`config.mk`:
```
export PLATFORM = sky130hd
export DESIGN_NAME = tagger_run_controller
export DESIGN_NICKNAME = d
export VERILOG_FILES = /design/src/rtl/tagger_run_controller.sv
export SDC_FILE = /design/constraint.sdc
export NUM_CORES = 1
export LEC_CHECK = 0
export ABC_AREA = 0
export CORE_AREA = 2 2 156 158
export DETAILED_ROUTE_END_ITERATION = 16
export DIE_AREA = 0 0 158 160
export PLACE_DENSITY = 0.8
export SYNTH_ARGS = -nofsm -noshare
export SYNTH_HDL_FRONTEND = slang
export SYNTH_SLANG_ARGS = --single-unit
```
`constraint.sdc`:
```
create_clock -name clk -period 5.45 [get_ports clk]
set_clock_uncertainty 0.1 [all_clocks]
set_input_delay 1.09 -clock clk [delete_from_list [all_inputs] [get_ports clk]]
set_output_delay 1.09 -clock clk [all_outputs]
set_load 0.02 [all_outputs]
```
`src/rtl/tagger_run_controller.sv`:
```
// tagger_run_controller
//   Run sequencer for the multichannel event tagger. Turns start/stop/clear
//   command pulses into the tagger's reset_counter / counter_operate /
//   capture_operate controls, buffers the tagger record stream in a small
//   first-word-fall-through FIFO for a back-pressured consumer, enforces an
//   optional per-run channel-record limit and accounts for overflow drops.
//
// Ports
//   clk, reset_n        clock, asynchronous active-low reset
//   cmd_start/stop/clear one-cycle command pulses
//   record_limit        channel records per run (0 = unlimited), latched on start
//   tag_data, tag_ready record stream from the tagger
//   reset_counter, counter_operate, capture_operate  registered tagger controls
//   out_data, out_valid, out_accept                  FWFT record output
//   busy, done          not-idle flag, one-cycle run-complete pulse
//   overflow, lost_count, record_count               per-run statistics
module tagger_run_controller #(
    parameter int N_CHANNELS   = 4,
    parameter int DATA_WIDTH   = 47,
    parameter int FIFO_DEPTH   = 4,
    parameter int LIMIT_WIDTH  = 32,
    parameter int DRAIN_CYCLES = 4
) (
    input  logic                   clk,
    input  logic                   reset_n,
    input  logic                   cmd_start,
    input  logic                   cmd_stop,
    input  logic                   cmd_clear,
    input  logic [LIMIT_WIDTH-1:0] record_limit,
    input  logic [DATA_WIDTH-1:0]  tag_data,
    input  logic                   tag_ready,
    output logic                   reset_counter,
    output logic                   counter_operate,
    output logic                   capture_operate,
    output logic [DATA_WIDTH-1:0]  out_data,
    output logic                   out_valid,
    input  logic                   out_accept,
    output logic                   busy,
    output logic                   done,
    output logic                   overflow,
    output logic [15:0]            lost_count,
    output logic [LIMIT_WIDTH-1:0] record_count
);

    localparam int PTR_W = $clog2(FIFO_DEPTH);
    localparam int CNT_W = PTR_W + 1;
    localparam int DCW   = (DRAIN_CYCLES > 1) ? $clog2(DRAIN_CYCLES) : 1;

    typedef enum logic [1:0] {
        ST_IDLE  = 2'd0,
        ST_CLEAR = 2'd1,
        ST_RUN   = 2'd2,
        ST_DRAIN = 2'd3
    } state_t;

    state_t                 state_q, state_d;
    logic                   clr_run_q, clr_run_d;   // CLEAR belongs to a run start
    logic [DCW-1:0]         drain_cnt_q;
    logic [LIMIT_WIDTH-1:0] limit_q;
    logic [LIMIT_WIDTH-1:0] count_q, count_d, count_max;
    logic [15:0]            lost_q;
    logic                   ovf_q;
    logic                   rst_cnt_q, cnt_op_q, cap_op_q, done_q;

    // FIFO storage
    logic [DATA_WIDTH-1:0]  mem_q [FIFO_DEPTH];
    logic [PTR_W-1:0]       wr_ptr_q, rd_ptr_q;
    logic [CNT_W-1:0]       fcnt_q, fcnt_d;

    logic in_capture, limit_hit, accept, is_chan;
    logic fifo_empty, fifo_full, pop, push, drop, count_inc, drain_done;

    // ------------------------------------------------------------------
    // Record acceptance / FIFO control
    // ------------------------------------------------------------------
    always_comb begin
        in_capture = (state_q == ST_RUN) || (state_q == ST_DRAIN);
        limit_hit  = (limit_q != '0) && (count_q == limit_q);
        // Records past the limit vanish without touching drop statistics.
        accept     = in_capture && tag_ready && !limit_hit;
        is_chan    = |tag_data[36 +: N_CHANNELS];

        fifo_empty = (fcnt_q == '0);
        fifo_full  = (fcnt_q == CNT_W'(FIFO_DEPTH));
        pop        = !fifo_empty && out_accept;
        // A pop frees a slot in the same cycle, so a full FIFO still accepts.
        push       = accept && (!fifo_full || pop);
        drop       = accept && fifo_full && !pop;

        fcnt_d = fcnt_q;
        if (push && !pop)      fcnt_d = fcnt_q + CNT_W'(1);
        else if (pop && !push) fcnt_d = fcnt_q - CNT_W'(1);

        count_max = (limit_q == '0) ? '1 : limit_q;
        count_inc = push && is_chan && (count_q != count_max);
        count_d   = count_q + LIMIT_WIDTH'(count_inc);

        drain_done = (drain_cnt_q == DCW'(DRAIN_CYCLES - 1));
    end

    // ------------------------------------------------------------------
    // Next-state
    // ------------------------------------------------------------------
    always_comb begin
        state_d   = state_q;
        clr_run_d = clr_run_q;
        case (state_q)
            ST_IDLE: begin
                if (cmd_start) begin
                    state_d   = ST_CLEAR;
                    clr_run_d = 1'b1;
                end else if (cmd_clear) begin
                    state_d   = ST_CLEAR;
                    clr_run_d = 1'b0;
                end
            end
            ST_CLEAR: state_d = clr_run_q ? ST_RUN : ST_IDLE;
            ST_RUN: begin
                // Limit compares against the count including this cycle's record.
                if (cmd_stop || ((limit_q != '0) && (count_d == limit_q)))
                    state_d = ST_DRAIN;
            end
            ST_DRAIN: begin
                if (drain_done && (fcnt_d == '0))
                    state_d = ST_IDLE;
            end
            default: state_d = ST_IDLE;
        endcase
    end

    // ------------------------------------------------------------------
    // FSM, statistics and registered controls
    // ------------------------------------------------------------------
    always_ff @(posedge clk or negedge reset_n) begin
        if (!reset_n) begin
            state_q     <= ST_IDLE;
            clr_run_q   <= 1'b0;
            drain_cnt_q <= '0;
            limit_q     <= '0;
            count_q     <= '0;
            lost_q      <= '0;
            ovf_q       <= 1'b0;
            rst_cnt_q   <= 1'b0;
            cnt_op_q    <= 1'b0;
            cap_op_q    <= 1'b0;
            done_q      <= 1'b0;
        end else begin
            state_q   <= state_d;
            clr_run_q <= clr_run_d;

            if (state_q != ST_DRAIN)
                drain_cnt_q <= '0;
            else if (!drain_done)
                drain_cnt_q <= drain_cnt_q + DCW'(1);

            if ((state_q == ST_IDLE) && cmd_start) begin
                limit_q <= record_limit;
                count_q <= '0;
                lost_q  <= '0;
                ovf_q   <= 1'b0;
            end else begin
                count_q <= count_d;
                if (drop) begin
                    ovf_q <= 1'b1;
                    if (lost_q != 16'hFFFF) lost_q <= lost_q + 16'd1;
                end
            end

            rst_cnt_q <= (state_d == ST_CLEAR);
            cnt_op_q  <= (state_d == ST_RUN);
            cap_op_q  <= (state_d == ST_RUN);
            done_q    <= (state_q == ST_DRAIN) && (state_d == ST_IDLE);
        end
    end

    // ------------------------------------------------------------------
    // FIFO pointers and storage
    // ------------------------------------------------------------------
    always_ff @(posedge clk or negedge reset_n) begin
        if (!reset_n) begin
            wr_ptr_q <= '0;
            rd_ptr_q <= '0;
            fcnt_q   <= '0;
        end else begin
            fcnt_q <= fcnt_d;
            if (push) wr_ptr_q <= wr_ptr_q + PTR_W'(1);
            if (pop)  rd_ptr_q <= rd_ptr_q + PTR_W'(1);
        end
    end

    // Storage carries no reset; out_data is masked while empty.
    always_ff @(posedge clk) begin
        if (push) mem_q[wr_ptr_q] <= tag_data;
    end

    assign out_valid       = !fifo_empty;
    assign out_data        = fifo_empty ? '0 : mem_q[rd_ptr_q];
    assign reset_counter   = rst_cnt_q;
    assign counter_operate = cnt_op_q;
    assign capture_operate = cap_op_q;
    assign busy            = (state_q != ST_IDLE);
    assign done            = done_q;
    assign overflow        = ovf_q;
    assign lost_count      = lost_q;
    assign record_count    = count_q;

endmodule

```
==> results.py, run 1 <==
metrics = {
    "run_status": {
        "status": "complete, no violations",
    },
    "setup_path": {
        "worstReg2RegEnd": "capture_operate$_DFF_PN0_",
        "max_stage_delay_ps": 530,
        "cpMostUsedCell": "or4_1",
        "worstReg2RegStart": "limit_q[0]$_DFFE_PN0P_",
        "worst_setup_path_end_kind": "flop",
        "path_class": "reg2reg",
        "r2r_cells": 19,
        "required_ps": 5790,
        "cp-start-kind": "flop",
        "crit_end": "capture_operate$_DFF_PN0_",
        "crit_chain": "nor4_4 > nand4_1 > nor2_2 > nor4_2 > buf_4 > a21o_1 > a21oi_1 > and2_1 > ha_1 > ha_1 > nand3_1 > or4_1 > or3_1 > xor2_1 > o21ai_1 > or4_1 > or4_1 > o21a_1 > nor2b_1",
        "arrival_ps": 5560,
        "cp_max_fo": 5,
        "ff2ff_setup_slack_ps": 230,
        "worstSetupStartpoint": "limit_q[0]$_DFFE_PN0P_",
        "cp_slowest_cell": "or4_1",
    },
    "routing": {
        "wl_per_cell_um": 20.95,
        "postRouteWirelength_mm": 31.77,
        "ant_nets": 0,
        "remaining_drc_errors": 0,
        "first_pass_iters": 5,
        "via_per_inst": 5.662,
        "drt_iter0_markers": 608,
        "num_vias": 8584,
    },
    "floorplan": {
        "rows": 57,
        "start_util_pct": 53.93,
        "die_x_um": 158,
        "core_area_um2": 23820,
        "die_y_um": 160,
        "ios": 188,
        "dieArea_um2": 25280,
    },
    "synthesis": {
        "yosysTopAreaCellShare_pct": 43.94,
        "synth_top_cell_by_area": "edfxtp_1",
        "yosysSeqAreaShare_pct": 62.64,
        "syn_nets": 1026,
        "ys_warn_count": 0,
        "synth_cell_types": 61,
        "syn_area_um2": 12850,
        "ys_ff_latch": 284,
        "synth_edf_count": 188,
        "synthTopCellsByArea": "edfxtp_1 (44%), dfrtp_1 (19%), mux4_2 (8.2%)",
        "yosys_most_used_dff": "edfxtp_1",
        "synthCells": 929,
        "async_flop_share_pct": 33.80,
        "syn_area_per_cell_um2": 13.83,
    },
    "min_path": {
        "hp-class": "reg2reg",
        "min_path_cells": 1,
    },
    "placed_design": {
        "hpwl_mm": 22.52,
        "pre_cts_ws_ps": -33.41,
        "gp_congestion": 0.9710,
        "io_buffers": 187,
        "postPlaceCellArea_um2": 15470,
    },
    "flow_run": {
        "drv_cap": 0,
    },
    "global_route": {
        "grt_pass1_vias": 8891,
        "grt-ovfl-total": 0,
        "grt_usage_pct": 25.44,
        "grt_pass1_wl_mm": 49.64,
        "grt_max_degree": 56,
        "antenna_found_initial": 2,
    },
    "cells_and_area": {
        "mostFrequentLayoutCell": "edfxtp_1",
        "fin_area_um2": 16490,
        "syn_to_final_growth_pct": 28.34,
        "final_cell_mix": "edfxtp_1 (188), clkdlybuf4s50_1 (186), dfrtp_1 (94), buf_4 (71), nor2_1 (70)",
        "finish.net_count": 1267,
        "post-route-util_pct": 69.22,
        "final_layout_size_suffix_gt1_share_pct": 17.30,
    },
    "cts": {
        "htree_levels": 1,
        "postCtsSetupBuffers": 0,
        "clk_pin_slew_worst_paths_ps": 60,
        "cts.sinks": 284,
        "cts_tree": "done",
        "cts_buffer_depth": 3,
        "insertion_delay_ps": 550,
        "root_buffer": "clkbuf_16",
        "numCtsBuffers": 28,
    },
    "timing": {
        "max-slew-margin-rel_pct": 34.82,
        "tns_ps": 0,
        "fin_crit_ps": 5222,
        "hold_viol_final": 0,
        "rsz0062_at_grt": "false",
        "setup_ws_ps": 227.7,
        "final_max_slew_viol_count": 0,
        "timing.fmax_mhz": 191.5,
        "fin_crit_sh_pct": 95.82,
        "setup_violations": 0,
        "worstMarginPinSlew_ps": 977.7,
        "hold_slack_ps": 399.2,
    },
    "power_and_ir_drop": {
        "power.leakage_nw": 6.149,
        "power.density_nw_per_um2": 524.6,
        "vdd_drop_max_uv": 298.7,
    },
}
[cell families after synthesis]
group,count (synthesis),synth area share [%]
and+or+nand+nor,341,14.42
DFF,284,62.64
AOI/OAI and AO/OA,78,4.237
muxes,76,10.75
buffers and inverters,70,2.162
xor gates and xnor gates,68,4.636
adders and majority gates,12,1.149
[metrics by stage]
stage,std cells,power (mW)
floorplan,929,5.195
global placement,1464,6.607
detailed placement,1464,6.671
CTS,1515,8.680
global route,1515,9.102
finish,1516,8.650
[critical path: cells and delay by family, from the launching register on]
kind | cells | cell delay [ps]
buffers and inverters | 1 | 150
AO/OA/AOI/OAI | 4 | 610
adder cells (fa/ha/maj) | 2 | 400
XOR/XNOR | 1 | 150
flip-flops | 1 | 420
AND/OR/NAND/NOR | 11 | 3300
[timing repair]
item                       CTS  global route
setup endpoints to repair    0             2
gates resized for setup      0            11
hold buffers                 0             0
hold endpoints to repair     0             0
[layout make-up]
class	count	area [µm²]
repair buffers	257	2395
flip-flops and latches	284	8053
clock buffers	34	733.2
multi-input cells	575	4579
well taps	324	405.4
clock inverters	17	230.2
inverters	24	90.09
diodes	1	2.502
fillers	1731	7332
[cell usage after synthesis (16+ instances only)]
library cell,n
and2_1,49
xnor2_1,32
clkbuf_1,27
nand3_1,22
xor2_1,36
nor2_1,71
o21ai_0,16
dfrtp_1,96
nor4_1,21
edfxtp_1,188
nand4_1,23
mux4_2,47
nor2b_1,44
inv_1,24
nand2_1,45
mux2_2,26
and3_1,17
[sequential cells by signal, summed over array words and instances (netlist names), 2 cells and up]
| register | count |
|---|---|
| rd_ptr_q | 2 |
| mem_q | 188 |
| lost_count | 16 |
| state_q | 2 |
| drain_cnt_q | 2 |
| record_count | 32 |
| limit_q | 32 |
| wr_ptr_q | 2 |
| fcnt_q | 3 |
[power by group]
part           total [mW]  switching (mW)  internal, mW
sequential           3.31           0.489          2.82
combinational        3.35            1.64          1.70
clock                2.00           0.797          1.20
[per-layer routing]
metal | wire, µm | GRT usage (%)
met1 | 13380 | 35.91
met2 | 15100 | 40.71
met3 | 2307 | 4.830
met4 | 965 | 7.494
met5 | 18 | 0
[worst min-delay path by stage]
stage | startpoint | endpoint | slack, ps
2_1_floorplan | clr_run_q$_DFFE_PN0P_ | clr_run_q$_DFFE_PN0P_ | 350
3_3_place_gp | clr_run_q$_DFFE_PN0P_ | clr_run_q$_DFFE_PN0P_ | 370
3_5_place_dp | clr_run_q$_DFFE_PN0P_ | clr_run_q$_DFFE_PN0P_ | 380
4_1_cts | clr_run_q$_DFFE_PN0P_ | clr_run_q$_DFFE_PN0P_ | 400
5_1_grt | overflow$_DFFE_PN0P_ | overflow$_DFFE_PN0P_ | 420
6_report | clr_run_q$_DFFE_PN0P_ | clr_run_q$_DFFE_PN0P_ | 400
Note: power is estimated with default switching activity, not from simulation.
==> run 2, diff against run 1 <==
- SLEW_MARGIN: default -> 20
- clock period: 5.45 -> 6.2 ns (I/O delays scaled with it)
==> run 2 against run 1 <==
Net effect:
- sequential share of layout area is 1.6 points higher
- die area unchanged
- critical path depth grew 1
==> results.py, run 2 (synthesis gave the netlist of run 1 again) <==
metrics = {
    "timing": {
        "final_max_slew_viol_count": 0,
        "timing.fmax_mhz": 174.4,
        "fin_crit_sh_pct": 92.49,
        "fin_crit_ps": 5734,
        "worstMarginPinSlew_ps": 1068,
        "hold_viol_final": 0,
        "max-slew-margin-rel_pct": 28.83,
        "tns_ps": 0,
        "rsz0062_at_grt": "false",
        "setup_violations": 0,
    },
    "global_route": {
        "grt_pass1_vias": 8615,
        "grt-ovfl-total": 0,
        "grt_usage_pct": 24.96,
        "grt_pass1_wl_mm": 48.65,
        "antenna_found_initial": 1,
        "grt_max_degree": 73,
    },
    "cells_and_area": {
        "regMostFlops": "mem_q",
        "mostFrequentLayoutCell": "edfxtp_1",
        "largest_reg_flops": 188,
        "final_layout_size_suffix_gt1_share_pct": 12.72,
        "syn_to_final_growth_pct": 24.25,
        "finish.net_count": 1215,
        "final_cell_mix": "edfxtp_1 (188), clkdlybuf4s50_1 (186), dfrtp_1 (94), nor2_1 (71), and2_1 (48)",
    },
    "placed_design": {
        "gp_congestion": 0.9271,
        "hpwl_mm": 21.37,
        "io_buffers": 187,
    },
    "routing": {
        "postRouteWirelength_mm": 31.33,
        "wl_per_cell_um": 21.39,
        "remaining_drc_errors": 0,
        "first_pass_iters": 5,
        "via_per_inst": 5.793,
        "drt_iter0_markers": 650,
        "num_vias": 8487,
        "ant_nets": 0,
    },
    "setup_path": {
        "worstReg2RegStart": "record_count[4]$_DFF_PN0_",
        "max_stage_delay_ps": 590,
        "worstSetupStartpoint": "record_count[4]$_DFF_PN0_",
        "arrival_ps": 6060,
        "crit_chain": "nor2b_1 > a2111oi_0 > nand4_1 > nor4_1 > buf_4 > a21o_1 > a21oi_1 > and2_1 > ha_1 > ha_1 > nand3_1 > or4_1 > buf_4 > nor2_1 > nand3_1 > mux2_2 > or4_1 > or4_1 > o21a_1 > nor2b_1",
        "path_class": "reg2reg",
        "worst_setup_path_end_kind": "flop",
        "crit_family": "simple AND/OR/NAND/NOR gates",
        "cp_max_fo": 9,
        "cp-start-kind": "flop",
        "cp_slowest_cell": "a2111oi_0",
        "required_ps": 6530,
        "cpMostUsedCell": "or4_1",
        "path_buf_inv": 2,
    },
    "cts": {
        "cts-hold-fix-buffers": 0,
        "numCtsBuffers": 28,
        "postCtsSetupBuffers": 0,
        "root_buffer": "clkbuf_16",
        "insertion_delay_ps": 540,
        "cts.sinks": 284,
        "htree_levels": 1,
        "clk_pin_slew_worst_paths_ps": 60,
        "cts_tree": "done",
        "cts.repair.resized": 0,
        "cts_buffer_depth": 3,
    },
    "min_path": {
        "hp-start": "clr_run_q$_DFFE_PN0P_",
        "hp-class": "reg2reg",
    },
    "run_status": {
        "status": "complete, no violations",
    },
    "floorplan": {
        "core_area_um2": 23820,
        "rows": 57,
        "start_util_pct": 53.93,
        "dieArea_um2": 25280,
        "die_x_um": 158,
        "ios": 188,
        "die_y_um": 160,
    },
    "power_and_ir_drop": {
        "vdd_drop_max_uv": 273.9,
        "power.density_nw_per_um2": 458.9,
        "totalPowerFinal_mw": 7.325,
        "power.leakage_nw": 5.834,
    },
    "flow_run": {
        "drv_cap": 0,
    },
}
==> run 2: changes by cell type in the layout (fill, tap and decap cells not counted), moves of 3 or more <==
cell,previous run,this run
nor4_1,18,21
buf_4,71,19
bufinv_16,5,1
a2111oi_0,6,9
a2111oi_1,3,0
==> run 2: area by class of cell <==
cell class                 count  area (µm²)
antenna                        1       2.502
clock buffer                  38       768.2
clock inverter                14       111.4
fill                        1751        7858
inverter                      24       90.09
multi-input combinational    575        4528
sequential                   284        8053
tap                          324       405.4
timing repair buffer         205        2004
==> run 2: power breakdown <==
part	total (mW)	switching, mW	leakage, nW	internal (mW)
sequential	2.99	0.509	2.96	2.48
clock	1.61	0.698	0.416	0.910
combinational	2.73	1.33	2.45	1.39
==> run 2: metrics by stage <==
stage          std cells  util (%)  setup slack [ps]  instance area (µm²)  hold WS, ps
2_1_floorplan        929         -             932.9                12850        350.1
3_3_place_gp        1412     63.31             419.4                15080        366.5
3_5_place_dp        1412     63.31             315.3                15080        368.0
4_1_cts             1464     67.00             510.8                15960        383.7
5_1_grt             1464     67.00             188.1                15960        415.0
6_report            1465     67.01             465.7                15960        380.4
==> run 2: final timing paths <==
kind / to / slack, ps / cells after the start
max in group asynchronous: limit_q[8]$_DFFE_PN0P_ / 4270 / 2
worst max-delay path: capture_operate$_DFF_PN0_ / 470 / 20
worst max register to register: capture_operate$_DFF_PN0_ / 470 / 20
worst min register to register: clr_run_q$_DFFE_PN0P_ / 380 / 1
worst min-delay path: clr_run_q$_DFFE_PN0P_ / 380 / 1
min in group asynchronous: lost_count[10]$_DFFE_PN0P_ / 490 / 1
==> run 2: metal layers <==
layer	wire length (µm)	vias up	part of all wire, %	global-route usage (%)
met1	13000	4172	41	35.45
met3	2715	71	8.7	4.885
met2	14640	380	47	39.57
met4	974	0	3.1	7.412
met5	0	-	0	0
li1	-	3864	-	-
==> run 3, diff against run 2 <==
- HOLD_SLACK_MARGIN: default -> 0.03
==> results of run 3 <==
No change in the layout: final DEF, timing and power equal those of run 2.
==> patch 1 (config.mk and constraints of run 1) <==
Re-encode `state_t` (4 states) as one-hot, 4 bits wide.
--- a/src/rtl/tagger_run_controller.sv
+++ b/src/rtl/tagger_run_controller.sv
@@ -46,11 +46,11 @@
     localparam int CNT_W = PTR_W + 1;
     localparam int DCW   = (DRAIN_CYCLES > 1) ? $clog2(DRAIN_CYCLES) : 1;
 
-    typedef enum logic [1:0] {
-        ST_IDLE  = 2'd0,
-        ST_CLEAR = 2'd1,
-        ST_RUN   = 2'd2,
-        ST_DRAIN = 2'd3
+    typedef enum logic [3:0] {
+        ST_IDLE  = 4'b0001,
+        ST_CLEAR = 4'b0010,
+        ST_RUN   = 4'b0100,
+        ST_DRAIN = 4'b1000
     } state_t;
 
     state_t                 state_q, state_d;
Check against the original RTL: same outputs for any inputs over 4 cycles, from zero or initial values and one cycle with reset_n low; so few cycles prove little.
==> patch 1 against run 1 <==
Total power decreased by 15%. Die area unchanged. Setup slack improved by 130 ps. Largest power group is now registers. Wire length increased by 3.4%. Final area decreased by 1.0%. Sequential cell count increased by 2. Worst hold slack got worse by 3.6 ps. Area after synthesis increased by 2.0%. Largest cell class unchanged. Synthesized cell count increased by 6.6%. Utilization decreased by 0.70 points.
==> patch 1: results (changes against run 1) <==
| Metric | Value |
|---|---|
| Compound-gate portion of the synthesized area | 5.36% (+1.1 points) |
| Clock buffer count | 38 (+12%) |
| Via count | 8928 (+4.0%) |
| Fin util | 68.5% (-0.70 points) |
| Highest routed metal layer | met4 |
| Met3 usage in global routing | 4.88% (+0.054 points) |
| Netlist cell types | 73 (+20%) |
| WL met3 | 2.73 mm (+18%) |
| Seq Cell Count | 286 (+0.70%) |
| Synth Area in XOR/XNOR | 4.61% (-0.025 points) |
| Crit-path max FO | 11 (+6) |
| Post-Synth Adder-Cell Area | 1.05% (-0.099 points) |
| Initial antenna violation count | 0 (-2) |
| First-pass GRT wire length | 50.7 mm (+2.1%) |
| Vias per cell | 5.84 (+3.1%) |
| Mapped Nets | 1087 (+5.9%) |
| Comb_multi_in | 628 (+9.2%) |
| Status | completed |
| Crit-path max cell delay | 510 ps (-20 ps) |
| Async SR Flop Fraction | 34.3% (+0.46 points) |
| Mux share of post-synthesis cell area | 8.62% (-2.1 points) |
| Post-DP Area | 0.0153 mm2 (-0.82%) |
| Lkg Pwr | 5.96 nW (-3.1%) |
| Sequential portion of the cell area | 49.7% (+0.81 points) |
| Sequential-to-total area share from yosys stat | 61.8% (-0.85 points) |
| Vias in the first global route | 8994 (+1.2%) |
| Gpl congestion | 0.980 (+0.92%) |
| Total GRT Usage | 26.1% (+0.65 points) |
| Final #Nets | 1279 (+0.95%) |
| Number of diodes | 0 (-1) |
| Placed cell count | 1475 (+0.75%) |
| Dpl hpwl | 22.5 mm (-0.12%) |
| Avg WL per Cell | 21.5 um (+2.5%) |
| Clk cell area share | 5.96% (+0.11 points) |
| Area contributors post-synth | edfxtp_1 43%, dfrtp_1 19%, mux4_2 8.1%, nand2_1 3.1%, and2_1 2.8% |
| Top cells by count, synth | 188 x edfxtp_1, 108 x nand2_1, 97 x dfrtp_1 |
| Largest net degree at the start of global routing | 91 (+63%) |
| DRT met1 WL | 13.5 mm (+0.58%) |
| Non-clk buf share | 12.6% (-1.9 points) |
| Multi-input gate area | 0.00469 mm2 (+2.4%) |
| VDD IR-drop max | 328 uV (+9.8%) |
| M1 GR Usage | 36.5% (+0.54 points) |
| Grt met2 use | 42.5% (+1.8 points) |
| # fillers | 1756 (+1.4%) |
| Measured slew at the worst slew-check pin | 979 ps (+1.70 ps) |
| Inverter count | 25 (+4.2%) |
[patch 1: changes by cell type after synthesis, sizes merged, moves of 6 or more]
cell and change:
nand2 +63, nor2b -28, mux2 -25, nand2b +21
xor2 -12, and2 +10, nand4 -7, o21ai +7
xnor2 +7, a2111oi -6
[patch 1: final timing paths]
path	depth (start not counted)	to	startpoint	slack, ps
min reg2reg	2	overflow$_DFFE_PN0P_	overflow$_DFFE_PN0P_	400
min in group asynchronous	1	lost_count[9]$_DFFE_PN0P_	reset_n	510
max reg2reg	19	state_q[2]$_DFF_PN0_	limit_q[22]$_DFFE_PN0P_	350
max	19	state_q[2]$_DFF_PN0_	limit_q[22]$_DFFE_PN0P_	350
max in group asynchronous	2	record_count[28]$_DFF_PN0_	reset_n	3660
min	2	overflow$_DFFE_PN0P_	overflow$_DFFE_PN0P_	400
[patch 1: power by group]
group / switching, mW / internal [mW] / total (mW)
registers: 0.369 / 2.50 / 2.87
logic: 1.21 / 1.24 / 2.45
clock network: 0.821 / 1.17 / 1.99
==> patch 2 (settings of run 1) <==
Made on the original files. `N_CHANNELS`: 4 -> 5.
--- a/src/rtl/tagger_run_controller.sv
+++ b/src/rtl/tagger_run_controller.sv
@@ -15,7 +15,7 @@
 //   busy, done          not-idle flag, one-cycle run-complete pulse
 //   overflow, lost_count, record_count               per-run statistics
 module tagger_run_controller #(
-    parameter int N_CHANNELS   = 4,
+    parameter int N_CHANNELS   = 5,
     parameter int DATA_WIDTH   = 47,
     parameter int FIFO_DEPTH   = 4,
     parameter int LIMIT_WIDTH  = 32,
Behaviour: not the same (Yosys sat finds a counterexample within 4 cycles, from zero or initial values and one cycle with reset_n low).
==> patch 2 against run 1 <==
Final area down 0.93%. Critical endpoint is now state_q[0]$_DFF_PN0_. Wire length up 7.3%. Total power down 0.17%. Setup slack better by 22 ps. Sequential cell count unchanged. Area after synthesis up 0.40%. First-iteration DRC count down 11%. Worst hold slack worse by 16 ps. Highest routed layer is now met4.
==> patch 2: results (changes against run 1) <==
| Metric | Value |
|---|---|
| Layout cells sized above 1 | 16.2% (-1.1 points) |
| Final setup margin | 250 ps (+22.5 ps) |
| R2R cell count | 20 (+1) |
| Netlist cell types | 64 (+4.9%) |
| WL met3 | 2.58 mm (+12%) |
| Post-DP Area | 0.0154 mm2 (-0.36%) |
| Pre-CTS WS | 97.9 ps (+131 ps) |
| M1 GR Usage | 37.3% (+1.3 points) |
| Final #Nets | 1259 (-0.63%) |
| Largest net degree at the start of global routing | 50 (-11%) |
| Power Density | 529 mW/mm2 (+0.76%) |
| Dpl hpwl | 24.1 mm (+6.9%) |
| Sequential-to-total area share from yosys stat | 62.4% (-0.25 points) |
| Crit-path max FO | 6 (+1) |
| Via count | 8733 (+1.7%) |
| Met3 usage in global routing | 5.29% (+0.46 points) |
| WHS | 383 ps (-16.1 ps) |
| Starting DRT DRC Count | 540 (-11%) |
| Worst EP arrival | 5590 ps (+30 ps) |
| Vias in the first global route | 8959 (+0.76%) |
| P_seq | 3.40 mW (+3%) |
| Clk_lat worst skew | 570 ps (+20 ps) |
| Int Power | 5.57 mW (-2.6%) |
| DRT met1 WL | 14.0 mm (+4.4%) |
| Lkg Pwr | 6.02 nW (-2.1%) |
| Fin util | 68.6% (-0.64 points) |
| Status | completed |
| RR Endpoint | state_q[0]$_DFF_PN0_ |
| Mapped Nets | 1030 (+0.39%) |
| VDD IR-drop max | 351 uV (+17%) |
| Inserted Clock Buffers | 29 (+3.6%) |
| Setup slack, reg-to-reg | 250 ps (+20 ps) |
| Highest routed metal layer | met4 |
| First-pass GRT wire length | 51.9 mm (+4.6%) |
| # fillers | 1715 (-0.92%) |
-- patch 2: what timing repair did --
action | 4_1_cts | 5_1_grt
endpoints found under the setup margin | 0 | 2
gates resized for setup | 0 | 2
hold endpoints to repair | 0 | 0
-- patch 2: cells by family (layout without fill, tap and decap cells) --
family / after synthesis / after routing / synth area share [%]
and+or+nand+nor: 306 / 306 / 13.2
DFF: 284 / 284 / 62.4
AOI/OAI and AO/OA: 115 / 115 / 6.36
buffers and inverters: 85 / 335 / 2.65
muxes: 67 / 67 / 9.92
xor gates and xnor gates: 65 / 65 / 4.41
adders and majority gates: 11 / 11 / 1.07
other: 0 / 3 / 0
-- patch 2: layout make-up --
cell class	instances	share of cell area [%]
antenna	3	0.0460
tap	324	2.48
clock inverter	15	0.574
sequential	284	49.3
clock buffer	37	4.94
inverter	40	0.919
timing repair buffer	243	14.0
multi-input combinational	564	27.7
